[config.mk]
export PLATFORM = sky130hd
export DESIGN_NAME = dcounter_sched
export DESIGN_NICKNAME = d
export VERILOG_FILES = /design/src/rtl/dcounter_pkg.sv /design/src/rtl/dcounter_sched_rr_arbiter.sv /design/src/rtl/dcounter_sched.sv
export SDC_FILE = /design/constraint.sdc
export NUM_CORES = 1
export LEC_CHECK = 0
export ABC_CLOCK_PERIOD_IN_PS = 7950
export BUFFER_PORTS_ARGS = -buffer_cell sky130_fd_sc_hd__buf_4
export CAP_MARGIN = 20
export CORE_AREA = 10 10 97 99
export DETAILED_ROUTE_END_ITERATION = 7
export DIE_AREA = 0 0 107 109
export PLACE_DENSITY = 0.72
export SYNTH_ARGS = -nofsm -noshare
export SYNTH_HDL_FRONTEND = slang
export SYNTH_SLANG_ARGS = --single-unit
export TNS_END_PERCENT = 30
[constraint.sdc]
create_clock -name clock -period 7.95 [get_ports clock]
set_input_delay 0.3975 -clock clock [delete_from_list [all_inputs] [get_ports clock]]
set_output_delay 0.3975 -clock clock [all_outputs]
set_load 0.02 [all_outputs]
[src/rtl/dcounter_pkg.sv]
// Shared types and default widths for the dcounter scheduler and its arbiter.
package dcounter_pkg;

    typedef enum logic [2:0] {
        IDLE   = 3'd0,
        CLEAR  = 3'd1,
        RUN    = 3'd2,
        SETTLE = 3'd3,
        RESP   = 3'd4
    } state_e;

    localparam int DEF_NREQ = 4;
    localparam int DEF_CW   = 16;
    localparam int DEF_LW   = 16;

endpackage

[src/rtl/dcounter_sched_rr_arbiter.sv]
// Combinational round-robin arbiter: the search starts at i_ptr and wraps once
// around the request vector; the pointer itself lives in the parent.
module rr_arbiter
    import dcounter_pkg::*;
#(
    parameter  int NREQ = DEF_NREQ,
    localparam int IDW  = $clog2(NREQ)
) (
    input  logic [NREQ-1:0] i_req,
    input  logic [IDW-1:0]  i_ptr,
    input  logic            i_en,
    output logic [NREQ-1:0] o_grant,
    output logic [IDW-1:0]  o_idx
);

    logic           w_found;
    int             w_cand;
    logic [IDW-1:0] w_candIdx;

    // First requester at or after i_ptr (modulo NREQ) wins.
    always_comb begin
        o_grant   = '0;
        o_idx     = '0;
        w_found   = 1'b0;
        w_cand    = 0;
        w_candIdx = '0;
        for (int k = 0; k < NREQ; k++) begin
            w_cand = int'(i_ptr) + k;
            if (w_cand >= NREQ) begin
                w_cand = w_cand - NREQ;
            end
            w_candIdx = IDW'(w_cand);
            if (i_en && !w_found && i_req[w_candIdx]) begin
                w_found            = 1'b1;
                o_grant[w_candIdx] = 1'b1;
                o_idx              = w_candIdx;
            end
        end
    end

endmodule

[src/rtl/dcounter_sched.sv]
// Round-robin scheduler sharing one dcounter among NREQ requesters: each job is
// an optional clear, LEN enable cycles, then a tagged sample of the counter.
module dcounter_sched
    import dcounter_pkg::*;
#(
    parameter  int NREQ = DEF_NREQ,
    parameter  int CW   = DEF_CW,
    parameter  int LW   = DEF_LW,
    localparam int IDW  = $clog2(NREQ)
) (
    input  logic             clock,
    input  logic             rst,
    input  logic [NREQ-1:0]  req_valid,
    input  logic [NREQ*LW-1:0] req_len,
    input  logic [NREQ-1:0]  req_clr,
    output logic [NREQ-1:0]  req_ready,
    output logic             rsp_valid,
    output logic [IDW-1:0]   rsp_id,
    output logic [CW-1:0]    rsp_data,
    input  logic             rsp_ready,
    output logic             cnt_en,
    output logic             cnt_clr,
    input  logic [CW-1:0]    cnt_val,
    output logic             busy
);

    state_e          r_state;
    logic [IDW-1:0]  r_ptr;
    logic [IDW-1:0]  r_id;
    logic [LW-1:0]   r_remain;
    logic            r_cntEn;
    logic            r_cntClr;
    logic            r_rspValid;
    logic [IDW-1:0]  r_rspId;
    logic [CW-1:0]   r_rspData;
    logic            r_rstDly;

    logic [NREQ-1:0] w_grant;
    logic [IDW-1:0]  w_winIdx;
    logic            w_arbEn;
    logic            w_accept;
    logic [LW-1:0]   w_winLen;
    logic            w_winClr;
    logic [IDW-1:0]  w_nextPtr;

    // Grants are withheld during reset and the first cycle after it.
    assign w_arbEn = (r_state == IDLE) && !rst && !r_rstDly;

    rr_arbiter #(.NREQ(NREQ)) u_arb (
        .i_req   (req_valid),
        .i_ptr   (r_ptr),
        .i_en    (w_arbEn),
        .o_grant (w_grant),
        .o_idx   (w_winIdx)
    );

    assign w_accept  = |w_grant;
    assign w_winClr  = |(req_clr & w_grant);
    assign w_nextPtr = (w_winIdx == IDW'(NREQ - 1)) ? '0 : w_winIdx + 1'b1;

    always_comb begin
        w_winLen = '0;
        for (int i = 0; i < NREQ; i++) begin
            if (w_grant[i]) begin
                w_winLen = req_len[i*LW +: LW];
            end
        end
    end

    // r_remain carries the job length through CLEAR and counts down in RUN.
    always_ff @(posedge clock) begin
        if (rst) begin
            r_state    <= IDLE;
            r_ptr      <= '0;
            r_id       <= '0;
            r_remain   <= '0;
            r_cntEn    <= 1'b0;
            r_cntClr   <= 1'b0;
            r_rspValid <= 1'b0;
            r_rspId    <= '0;
            r_rspData  <= '0;
            r_rstDly   <= 1'b1;
        end else begin
            r_rstDly <= 1'b0;
            r_cntEn  <= 1'b0;
            r_cntClr <= 1'b0;
            unique case (r_state)
                IDLE: begin
                    if (w_accept) begin
                        r_id     <= w_winIdx;
                        r_remain <= w_winLen;
                        r_ptr    <= w_nextPtr;
                        if (w_winClr) begin
                            r_state  <= CLEAR;
                            r_cntClr <= 1'b1;
                        end else if (w_winLen != '0) begin
                            r_state <= RUN;
                            r_cntEn <= 1'b1;
                        end else begin
                            r_state <= SETTLE;
                        end
                    end
                end
                CLEAR: begin
                    if (r_remain != '0) begin
                        r_state <= RUN;
                        r_cntEn <= 1'b1;
                    end else begin
                        r_state <= SETTLE;
                    end
                end
                RUN: begin
                    if (r_remain == LW'(1)) begin
                        r_state <= SETTLE;
                    end else begin
                        r_remain <= r_remain - LW'(1);
                        r_cntEn  <= 1'b1;
                    end
                end
                SETTLE: begin
                    r_rspData  <= cnt_val;
                    r_rspId    <= r_id;
                    r_rspValid <= 1'b1;
                    r_state    <= RESP;
                end
                RESP: begin
                    if (rsp_ready) begin
                        r_rspValid <= 1'b0;
                        r_state    <= IDLE;
                    end
                end
                default: r_state <= IDLE;
            endcase
        end
    end

    assign req_ready = w_grant;
    assign rsp_valid = r_rspValid;
    assign rsp_id    = r_rspId;
    assign rsp_data  = r_rspData;
    assign cnt_en    = r_cntEn;
    assign cnt_clr   = r_cntClr;
    assign busy      = (r_state != IDLE);

    // A requester may not withdraw a request before it is accepted.
    for (genvar g = 0; g < NREQ; g++) begin : g_holdChk
        a_holdValid: assert property (@(posedge clock) disable iff (rst)
            (req_valid[g] && !req_ready[g]) |=> req_valid[g]);
    end

endmodule
==> results of run 1 <==
-- kinds of logic after synthesis --
group,Yosys count,share of synthesized area
compound gates,152,0.318
simple gates,196,0.283
flops,45,0.274
buf+inv,37,0.0518
fa+ha+maj,9,0.0343
mux,8,0.0369
xor+xnor,1,0.00267
-- cells in the mapped netlist, types with 3 or more instances --
| library cell | count | area, um^2 |
|---|---|---|
| clkbuf_1 | 17 | 63.8 |
| nor4_1 | 4 | 25.0 |
| nor3b_1 | 3 | 22.5 |
| buf_2 | 10 | 50.1 |
| and2_1 | 3 | 18.8 |
| a21oi_1 | 48 | 240 |
| a221oi_1 | 3 | 26.3 |
| or3_1 | 3 | 18.8 |
| nand3_1 | 16 | 80.1 |
| a31o_2 | 4 | 35.0 |
| mux2_2 | 3 | 33.8 |
| nand2_1 | 81 | 304 |
| o21a_1 | 3 | 22.5 |
| o21ai_0 | 26 | 130 |
| o31ai_1 | 4 | 30.0 |
| a211o_1 | 3 | 26.3 |
| and3_1 | 6 | 37.5 |
| inv_1 | 5 | 18.8 |
| nand4_1 | 4 | 25.0 |
| a211oi_1 | 4 | 30.0 |
| a32oi_1 | 5 | 43.8 |
| nor2b_1 | 3 | 18.8 |
| ha_1 | 9 | 113 |
| nand2b_1 | 3 | 18.8 |
| nor3_1 | 10 | 50.1 |
| o21ai_1 | 3 | 15.0 |
| o211ai_1 | 3 | 22.5 |
| dfxtp_1 | 45 | 901 |
| a22oi_1 | 15 | 113 |
| nor2_1 | 47 | 176 |
| a31oi_1 | 5 | 31.3 |
| mux4_2 | 3 | 67.6 |
-- metrics by stage --
stage	area (um^2)	hold slack, ns
6_report	4270	0.335
3_3_place_gp	4160	0.443
5_1_grt	4270	0.322
2_1_floorplan	3290	0.425
3_5_place_dp	4160	0.447
4_1_cts	4270	0.323
-- metal layers --
metal,up-vias,GRT usage,share of wire
met4,0,0.0445,0.016
li1,1843,-,-
met1,1763,0.224,0.41
met5,-,0,0
met3,14,0.0507,0.084
met2,184,0.305,0.49
-- worst register-to-register path: stages (launching register included) --
cell,delay (ns)
dfxtp_1,0.65
inv_1,0.26
ha_1,0.56
mux4_2,0.65
nor2b_4,0.19
a32o_1,0.24
a21oi_4,0.43
inv_2,0.30
a31o_2,0.29
o221ai_1,0.30
nand4_1,0.16
nor4b_2,0.28
nand3_1,0.15
a211o_1,0.31
-- state kept, by name, summed over array words and instances, names as in the netlist, named ones only --
name / count
r_id: 2
r_state: 3
rsp_valid: 1
r_ptr: 1
r_rstDly: 1
cnt_en: 1
rsp_id: 2
r_remain: 16
rsp_data: 16
cnt_clr: 1
-- area by class of cell --
type | count | area, um^2
clock buffer | 6 | 72.6
clock inverter | 2 | 38.8
fill | 731 | 3250
inverter | 7 | 26.3
multi-input combinational | 366 | 2210
sequential | 45 | 901
tap | 102 | 128
timing repair buffer | 119 | 893
-- placed cells by master (no fill, tap or decap), drive strengths merged, types with 3 or more instances in the layout --
cell type,n
a211o,3
a211oi,4
a21oi,49
a221oi,3
a22oi,17
a31o,4
a31oi,5
a32oi,5
and2,3
and3,6
buf,119
clkbuf,6
dfxtp,45
ha,9
inv,7
mux2,3
mux4,3
nand2,81
nand2b,3
nand3,16
nand4,4
nor2,47
nor2b,4
nor3,10
nor3b,3
nor4,5
o211ai,3
o21a,3
o21ai,29
o22ai,3
o31ai,5
or3,3
-- report_power, final --
part           switching, W  internal, W  total (W)
Sequential        0.0000516     0.000271   0.000322
Clock             0.0000825    0.0000945   0.000177
Combinational      0.000499     0.000320   0.000820
Total              0.000633     0.000686    0.00132
-- worst max-delay path by stage --
stage                  endpoint  startpoint  depth (start not counted)  slack [ns]
detailed placement       cnt_en        flop                         13        3.16
global placement         cnt_en        flop                         13        3.28
CTS                      cnt_en        flop                         13        3.16
floorplan                cnt_en        flop                         15        4.24
finish                   cnt_en        flop                         13        3.08
global route        r_remain[2]        flop                         12        2.74
==> key figures, run 1 <==
Hold path
  – WHS Path Cells: 3
  – Hold Crit Class: input port to flop
  – Min-Delay Endpoint: rsp_data[0]
  – Hold path start: cnt_val[0]

CTS
  – CTS tree: yes
  – Post-CTS repair timing setup buffer count: 0
  – Num CTS Buffers: 5
  – H-Tree Depth: 2
  – CTS Sinks: 45
  – Clock transition at the registers of the reported paths: approximately 0.09 ns
  – Clk Latency, worst-skew pair: ~0.31 ns
  – Hold Buf Count CTS: 0
  – CTS root buf: clkbuf_8
  – Bufs on Longest Clock Path: 2
  – CTS resizes: 0

Run
  – Max_cap viols: 0

Pwr
  – Static Leak: 1.73 nW
  – PwrDens: slightly above 300 nW/um^2
  – PnR Total Power: approximately 0.0013 W
  – Peak supply drop: around 140 uV

Synthesis
  – Seq/Total Area, Yosys: 0.274
  – Seq cells post-synth: 45
  – Netlist cell types: 67
  – Avg Cell Area, Syn: 7.33 um^2
  – Asr flop ratio synth: 0
  – EDFF count, synth: 0
  – Synth warn: 0
  – Synth Net Count: 548
  – Mapped Cells: 448
  – Netlist Area Pre-Place: about 3300 um^2
  – Top FF cell, synth: dfxtp_1

Detailed routing
  – Final wirelength: between 10000 and 15000 um
  – Post-route DRC: 0
  – Drt first pass iters: 5
  – Routed vias: between 3000 and 4000
  – DR iter-0 viols: between 300 and 400
  – Final ANT Viol Nets: 0
  – Drt wl/cell: ~17 um
  – Drt via density: slightly below 6

Run status
  – Outcome: finished clean

Place
  – Number of port buffers: between 100 and 150
  – Pre-CTS setup slack: between 3 and 4 ns
  – Cell count after placement: roughly 640
  – Global placement routability congestion: between 0.9 and 1
  – Post-DP HPWL: a little under 9000 um

Final layout
  – Layout cells sized above 1: 0.275
  – Syn-to-layout area delta: 30.1%
  – Antenna Cells: 0
  – Core Util, Final: 0.568
  – Fin cells: around 650
  – Layout Nets: approximately 640

Floorplan
  – Core area: 7530 um^2
  – Row count: 32
  – Initial Util: 0.437
  – # IOs: about 120
  – Die area: about 12000 um^2
  – Die Ht: 109 um
  – Die W: about 110 um

STA
  – Max Fclk: slightly above 200 MHz
  – Worst-Margin Slew: a little over 0.9 ns
  – # setup viols final: 0
  – Hold Vio Cnt, Final: 0
  – Final Slew Violations: 0
  – Final setup margin: between 3 and 4 ns
  – RSZ-0062 raised after global routing: false
  – Max Clock Skew: approximately 0.0085 ns
  – Setup TNS: 0 ns
  – Period utilization: 0.612
  – Final min period: between 4 and 5 ns
  – Max-slew headroom: 0.389

Worst setup path
  – Largest fanout on the critical path: 22
  – Crit path max-delay family: compound AO/OA/AOI/OAI gates
  – CP max-delay cell: dfxtp_1
  – Max incr delay on CP: ~0.65 ns
  – Worst reg2reg path depth: 13
  – Worst path arrival time: a little over 5 ns
  – Flop2flop setup slack: 3.08 ns
  – RR Endpoint: cnt_en
  – Crit Path Class: flop to flop
  – Cell Chain, Critical Path: inv_1 -> ha_1 -> mux4_2 -> nor2b_4 -> a32o_1 -> a21oi_4 -> inv_2 -> a31o_2 -> o221ai_1 -> nand4_1 -> nor4b_2 -> nand3_1 -> a211o_1
  – Critical path required time: around 8.2 ns
  – CP Buf/Inv Count: 2
  – Startpoint type of the worst setup path: flop
  – Setup crit end kind: flop

Global routing
  – Largest net degree at the start of global routing: 44
  – Vias in the first global route: about 3500
  – Total GRT Usage: 0.181
  – First-pass GRT wire length: roughly 18000 um
  – Remaining global-route overflow: 0
  – Initial antenna violation count: 0
Power figures use the tool's default switching activity.
==> run 2, diff against run 1 <==
--- a/config.mk
+++ b/config.mk
@@ -5,7 +5,7 @@
 export SDC_FILE = /design/constraint.sdc
 export NUM_CORES = 1
 export LEC_CHECK = 0
-export ABC_CLOCK_PERIOD_IN_PS = 7950
+export ABC_CLOCK_PERIOD_IN_PS = 5030
 export BUFFER_PORTS_ARGS = -buffer_cell sky130_fd_sc_hd__buf_4
 export CAP_MARGIN = 20
 export CORE_AREA = 10 10 97 99
==> constraint.sdc (replaced) <==
create_clock -name clock -period 5.03 [get_ports clock]
set_input_delay 0.2515 -clock clock [delete_from_list [all_inputs] [get_ports clock]]
set_output_delay 0.2515 -clock clock [all_outputs]
set_load 0.02 [all_outputs]
==> key figures, run 2 (synthesis results as in run 1) <==
Worst setup path
  – Largest fanout on the critical path: 22
  – Setup crit end kind: flop
  – Worst path arrival time: 4.73 ns
  – Startpoint type of the worst setup path: flop
  – Crit Path Class: flop to flop
  – Critical path required time: approximately 5.2 ns

Final layout
  – Syn-to-layout area delta: 29.9%
  – Most frequent cells in the layout: buf_4 (121), nand2_1 (81), a21oi_1 (48)
  – Antenna Cells: 0
  – Fillers: ~710
  – Layout cells sized above 1: 0.280
  – Leading cell type in the layout, fill and taps excluded: buf_4
  – Layout Nets: 646

CTS
  – H-Tree Depth: 2
  – Clk Latency, worst-skew pair: ~0.3 ns
  – CTS Sinks: 45
  – Bufs on Longest Clock Path: 2
  – Post-CTS repair timing setup buffer count: 0
  – CTS root buf: clkbuf_8
  – Clock transition at the registers of the reported paths: 0.09 ns
  – Num CTS Buffers: 5
  – CTS resizes: 0
  – CTS tree: yes
  – Hold Buf Count CTS: 0

Floorplan
  – Die W: between 100 and 150 um
  – # IOs: between 100 and 150
  – Initial Util: 0.437
  – Die area: between 10000 and 15000 um^2
  – Core area: between 7000 and 8000 um^2
  – Row count: 32
  – Die Ht: 109 um

STA
  – Hold Vio Cnt, Final: 0
  – RSZ-0062 raised after global routing: false
  – Setup TNS: 0 ns
  – Max Clock Skew: 0.00559 ns
  – Final setup margin: 0.499 ns
  – # setup viols final: 0
  – Period utilization: 0.901
  – Max-slew headroom: 0.386
  – Final Slew Violations: 0
  – Max Fclk: 221 MHz
  – Worst-Margin Slew: about 0.91 ns
  – Final min period: ~4.5 ns

Run
  – Max_cap viols: 0

Detailed routing
  – Routed vias: roughly 3800
  – Final ANT Viol Nets: 0
  – DR iter-0 viols: approximately 270
  – Drt wl/cell: 17.3 um
  – Final wirelength: 11300 um
  – Drt via density: approximately 6
  – Drt first pass iters: 5
  – Post-route DRC: 0

Pwr
  – Gate power share: 0.646
  – Clock share of power: 0.112
  – Pint: around 0.0010 W
  – Sequential power share: 0.242
  – Peak supply drop: ~210 uV
  – PwrDens: approximately 480 nW/um^2
  – Sw Ratio: 0.489
  – Static Leak: around 1.7 nW
  – Psw: 0.000998 W

Global routing
  – Remaining global-route overflow: 0
  – Initial antenna violation count: 0
  – Total GRT Usage: 0.188
  – Largest net degree at the start of global routing: 44
  – First-pass GRT wire length: approximately 18000 um
  – Vias in the first global route: ~3800

Place
  – Global placement routability congestion: 0.927
  – Pre-CTS setup slack: ~0.56 ns
  – Post-DP HPWL: 8810 um
  – Number of port buffers: ~120

Hold path
  – Hold Crit Class: input port to flop

Run status
  – Outcome: finished clean
run 2: cell type report:
| type | count | area (um^2) | share of cell area |
|---|---|---|---|
| clock buffers | 5 | 68.8 | 0.0161 |
| clock inverters | 3 | 22.5 | 0.00528 |
| inverters | 7 | 26.3 | 0.00615 |
| multi-input cells | 366 | 2210 | 0.519 |
| flip-flops and latches | 45 | 901 | 0.211 |
| well taps | 102 | 128 | 0.0299 |
| repair buffers | 121 | 908 | 0.213 |
run 2: power by group through the flow:
stage | Clock (W) | Combinational [W] | Sequential (W)
global route | 0.000248 | 0.00147 | 0.000504
global placement | 0 | 0.00127 | 0.000495
floorplan | 0 | 0.000962 | 0.000506
detailed placement | 0 | 0.00130 | 0.000500
CTS | 0.000236 | 0.00130 | 0.000492
finish | 0.000230 | 0.00132 | 0.000494
run 2: worst paths after layout:
kind	start	end	slack (ns)	cells after the start
worst max register to register	r_ptr[1]	cnt_en	0.50	13
worst min-delay path	cnt_val[13]	rsp_data[13]	0.19	3
worst min register to register	rsp_data[0]	rsp_data[0]	0.46	2
worst max-delay path	r_ptr[1]	cnt_en	0.50	13
run 2: metrics by stage:
stage               cells  instance area (um^2)  hold WS [ns]   util  power (W)
detailed placement    640                  4170         0.447  0.554    0.00180
CTS                   648                  4260         0.178  0.566    0.00203
global placement      640                  4170         0.442  0.554    0.00177
floorplan             448                  3290         0.279      -    0.00147
finish                649                  4270         0.186  0.567    0.00204
global route          649                  4270         0.190  0.567    0.00222
run 2: worst max-delay path: stages (launching register included):
cell and delay (ns):
dfxtp_1 0.47, inv_1 0.18, ha_1 0.51, mux4_2 0.64
nor2b_4 0.19, a32o_1 0.24, a21oi_4 0.45, inv_2 0.30
a31o_2 0.29, o221ai_1 0.22, nand4_1 0.15, nor4b_2 0.29
nand3_1 0.17, a211o_1 0.31
run 2: layer usage:
metal  vias up  share of wire  global-route usage
li1       1844              -                   -
met2       152           0.49               0.329
met1      1793           0.43               0.227
met5         -              0                   0
met4         0          0.018              0.0474
met3        18          0.064              0.0425
==> run 3, diff against run 2 <==
--- a/config.mk
+++ b/config.mk
@@ -8,11 +8,12 @@
 export ABC_CLOCK_PERIOD_IN_PS = 5030
 export BUFFER_PORTS_ARGS = -buffer_cell sky130_fd_sc_hd__buf_4
 export CAP_MARGIN = 20
-export CORE_AREA = 10 10 97 99
+export CORE_AREA = 10 10 95 97
 export DETAILED_ROUTE_END_ITERATION = 7
-export DIE_AREA = 0 0 107 109
+export DIE_AREA = 0 0 105 107
 export PLACE_DENSITY = 0.72
 export SYNTH_ARGS = -nofsm -noshare
 export SYNTH_HDL_FRONTEND = slang
+export SYNTH_HIERARCHICAL = 1
 export SYNTH_SLANG_ARGS = --single-unit
 export TNS_END_PERCENT = 30
==> key figures, run 3 <==
Pwr
  – PwrDens: between 400 and 500 nW/um^2
  – Peak supply drop: roughly 200 uV
  – Clock share of power: 0.160
  – Psw: ~0.00092 W
  – Sw Ratio: 0.455
  – Gate power share: 0.596
  – Pint: about 0.0011 W
  – Sequential power share: 0.245
  – Static Leak: 1.64 nW

Global routing
  – Initial antenna violation count: 0
  – Total GRT Usage: 0.177
  – First-pass GRT wire length: between 15000 and 20000 um
  – Remaining global-route overflow: 0
  – Vias in the first global route: ~3500
  – Largest net degree at the start of global routing: 46

Synthesis
  – Post-synth top cells: nand2_1 (70), a21oi_1 (58), dfxtp_1 (45), nor2_1 (32), clkbuf_1 (17)
  – Top-area cell type share of the netlist area: 0.288
  – Most common cell in the netlist: nand2_1
  – Synth Net Count: 517
  – Top FF cell, synth: dfxtp_1
  – Seq/Total Area, Yosys: 0.288
  – Mapped Cells: roughly 420
  – Seq cells post-synth: between 40 and 50
  – EDFF count, synth: 0
  – Netlist cell types: slightly below 60
  – Synth warn: 6
  – Netlist Area Pre-Place: 3130 um^2
  – Synth area leader: dfxtp_1
  – Top post-synthesis cells by area: dfxtp_1 (29%), a21oi_1 (9.3%), nand2_1 (8.4%)
  – Asr flop ratio synth: 0
  – Avg Cell Area, Syn: roughly 7.5 um^2

Floorplan
  – Die area: between 10000 and 15000 um^2
  – Core area: between 7000 and 8000 um^2
  – Initial Util: 0.438
  – # IOs: between 100 and 150
  – Die Ht: between 100 and 150 um
  – Die W: approximately 110 um
  – Row count: 31

Worst setup path
  – Largest fanout on the critical path: 15
  – Worst reg2reg path depth: 12
  – CP Buf/Inv Count: 1
  – Crit path max-delay family: simple AND/OR/NAND/NOR gates
  – Max incr delay on CP: about 0.64 ns
  – Startpoint type of the worst setup path: flop
  – Setup crit end kind: flop
  – Crit Path Class: flop to flop
  – Worst path arrival time: between 4 and 5 ns
  – Critical path required time: approximately 5.2 ns
  – Stages on worst setup path: 12
  – Cell Chain, Critical Path: inv_1 -> ha_1 -> mux4_2 -> nand2_1 -> o21a_1 -> nor2b_1 -> a221o_1 -> or4_1 -> nor2b_1 -> nor2_4 -> a211oi_1 -> a211oi_1
  – CP max-delay cell: or4_1

Detailed routing
  – Drt wl/cell: between 15 and 20 um
  – Routed vias: around 3400
  – Post-route DRC: 0
  – DR iter-0 viols: 214
  – Drt via density: around 5.6
  – Final ANT Viol Nets: 0
  – Final wirelength: approximately 10000 um
  – Drt first pass iters: 4

Run
  – Max_cap viols: 0

CTS
  – CTS resizes: 0
  – CTS tree: yes
  – Bufs on Longest Clock Path: 2
  – Clock transition at the registers of the reported paths: 0.09 ns
  – Post-CTS repair timing setup buffer count: 0
  – Hold Buf Count CTS: 0
  – H-Tree Depth: 2
  – Clk Latency, worst-skew pair: ~0.3 ns
  – Num CTS Buffers: 5
  – CTS Sinks: 45
  – CTS root buf: clkbuf_8

STA
  – RSZ-0062 raised after global routing: false
  – Hold Vio Cnt, Final: 0
  – Worst-Margin Slew: around 0.94 ns
  – Max-slew headroom: 0.370
  – Final setup margin: between 0.6 and 0.7 ns
  – Max Fclk: approximately 230 MHz
  – # setup viols final: 0
  – Max Clock Skew: between 0.01 and 0.015 ns
  – Final Slew Violations: 0
  – Worst hold slack: about 0.19 ns
  – Final min period: between 4 and 5 ns
  – Period utilization: 0.874
  – Setup TNS: 0 ns

Place
  – Global placement routability congestion: roughly 0.9
  – Pre-CTS setup slack: between 0.6 and 0.7 ns
  – Post-DP HPWL: 8160 um
  – Number of port buffers: roughly 120

Hold path
  – Hold Crit Class: input port to flop
  – WHS Path Cells: 3

Run status
  – Outcome: finished clean

Final layout
  – Fillers: a little over 700
  – Layout cells sized above 1: 0.300
  – Most frequent cells in the layout: buf_4 (120), nand2_1 (70), a21oi_1 (58)
  – Syn-to-layout area delta: 32.4%
  – Antenna Cells: 0
  – Layout Nets: slightly above 600
  – Leading cell type in the layout, fill and taps excluded: buf_4
run 3: layout make-up:
| class | count | area, um^2 | share of cell area |
|---|---|---|---|
| multi-input cells | 333 | 2030 | 0.492 |
| repair buffers | 121 | 912 | 0.220 |
| flip-flops and latches | 45 | 901 | 0.218 |
| well taps | 99 | 124 | 0.0299 |
| clock buffers | 5 | 68.8 | 0.0166 |
| clock inverters | 3 | 65.1 | 0.0157 |
| inverters | 9 | 33.8 | 0.00816 |
run 3: cells by family (layout without fill, tap and decap cells):
| group | count (synthesis) | count (layout) | share of synthesized area |
|---|---|---|---|
| mux | 5 | 5 | 0.0240 |
| simple gates | 166 | 166 | 0.263 |
| flops | 45 | 45 | 0.288 |
| xor+xnor | 3 | 3 | 0.00840 |
| fa+ha+maj | 10 | 10 | 0.0400 |
| compound gates | 149 | 149 | 0.316 |
| buf+inv | 38 | 138 | 0.0612 |
run 3: power by group through the flow:
stage	Combinational, W	Sequential (W)	Clock (W)
finish	0.00120	0.000493	0.000321
global route	0.00132	0.000506	0.000340
CTS	0.00119	0.000491	0.000327
detailed placement	0.00118	0.000498	0
global placement	0.00117	0.000496	0
floorplan	0.000925	0.000486	0
run 3: through the flow:
step | power, W | area (um^2) | util | instances
6_report | 0.00202 | 4140 | 0.580 | 615
5_1_grt | 0.00217 | 4140 | 0.580 | 615
4_1_cts | 0.00201 | 4140 | 0.580 | 615
3_5_place_dp | 0.00168 | 4010 | 0.561 | 607
3_3_place_gp | 0.00167 | 3990 | 0.560 | 606
2_1_floorplan | 0.00141 | 3130 | - | 416
run 3: metal layers:
layer  global-route usage  part of all wire
met5                    0                 0
met1                0.193              0.40
met2                0.355              0.57
met4               0.0353            0.0067
met3               0.0222             0.026
run 3: final timing paths:
path,from,to,slack [ns]
setup / recovery,r_ptr[0],r_remain[1],0.63
hold / removal,cnt_val[7],rsp_data[7],0.19
setup reg to reg,r_ptr[0],r_remain[1],0.63
hold reg to reg,r_id[1],rsp_id[1],0.46
run 3: tightest hold or removal path, delay by kind of cell:
| family | cells | cell delay (ns) |
|---|---|---|
| buffers and inverters | 1 | 0.11 |
| AO/OA/AOI/OAI | 1 | 0.05 |
| AND/OR/NAND/NOR | 1 | 0.04 |
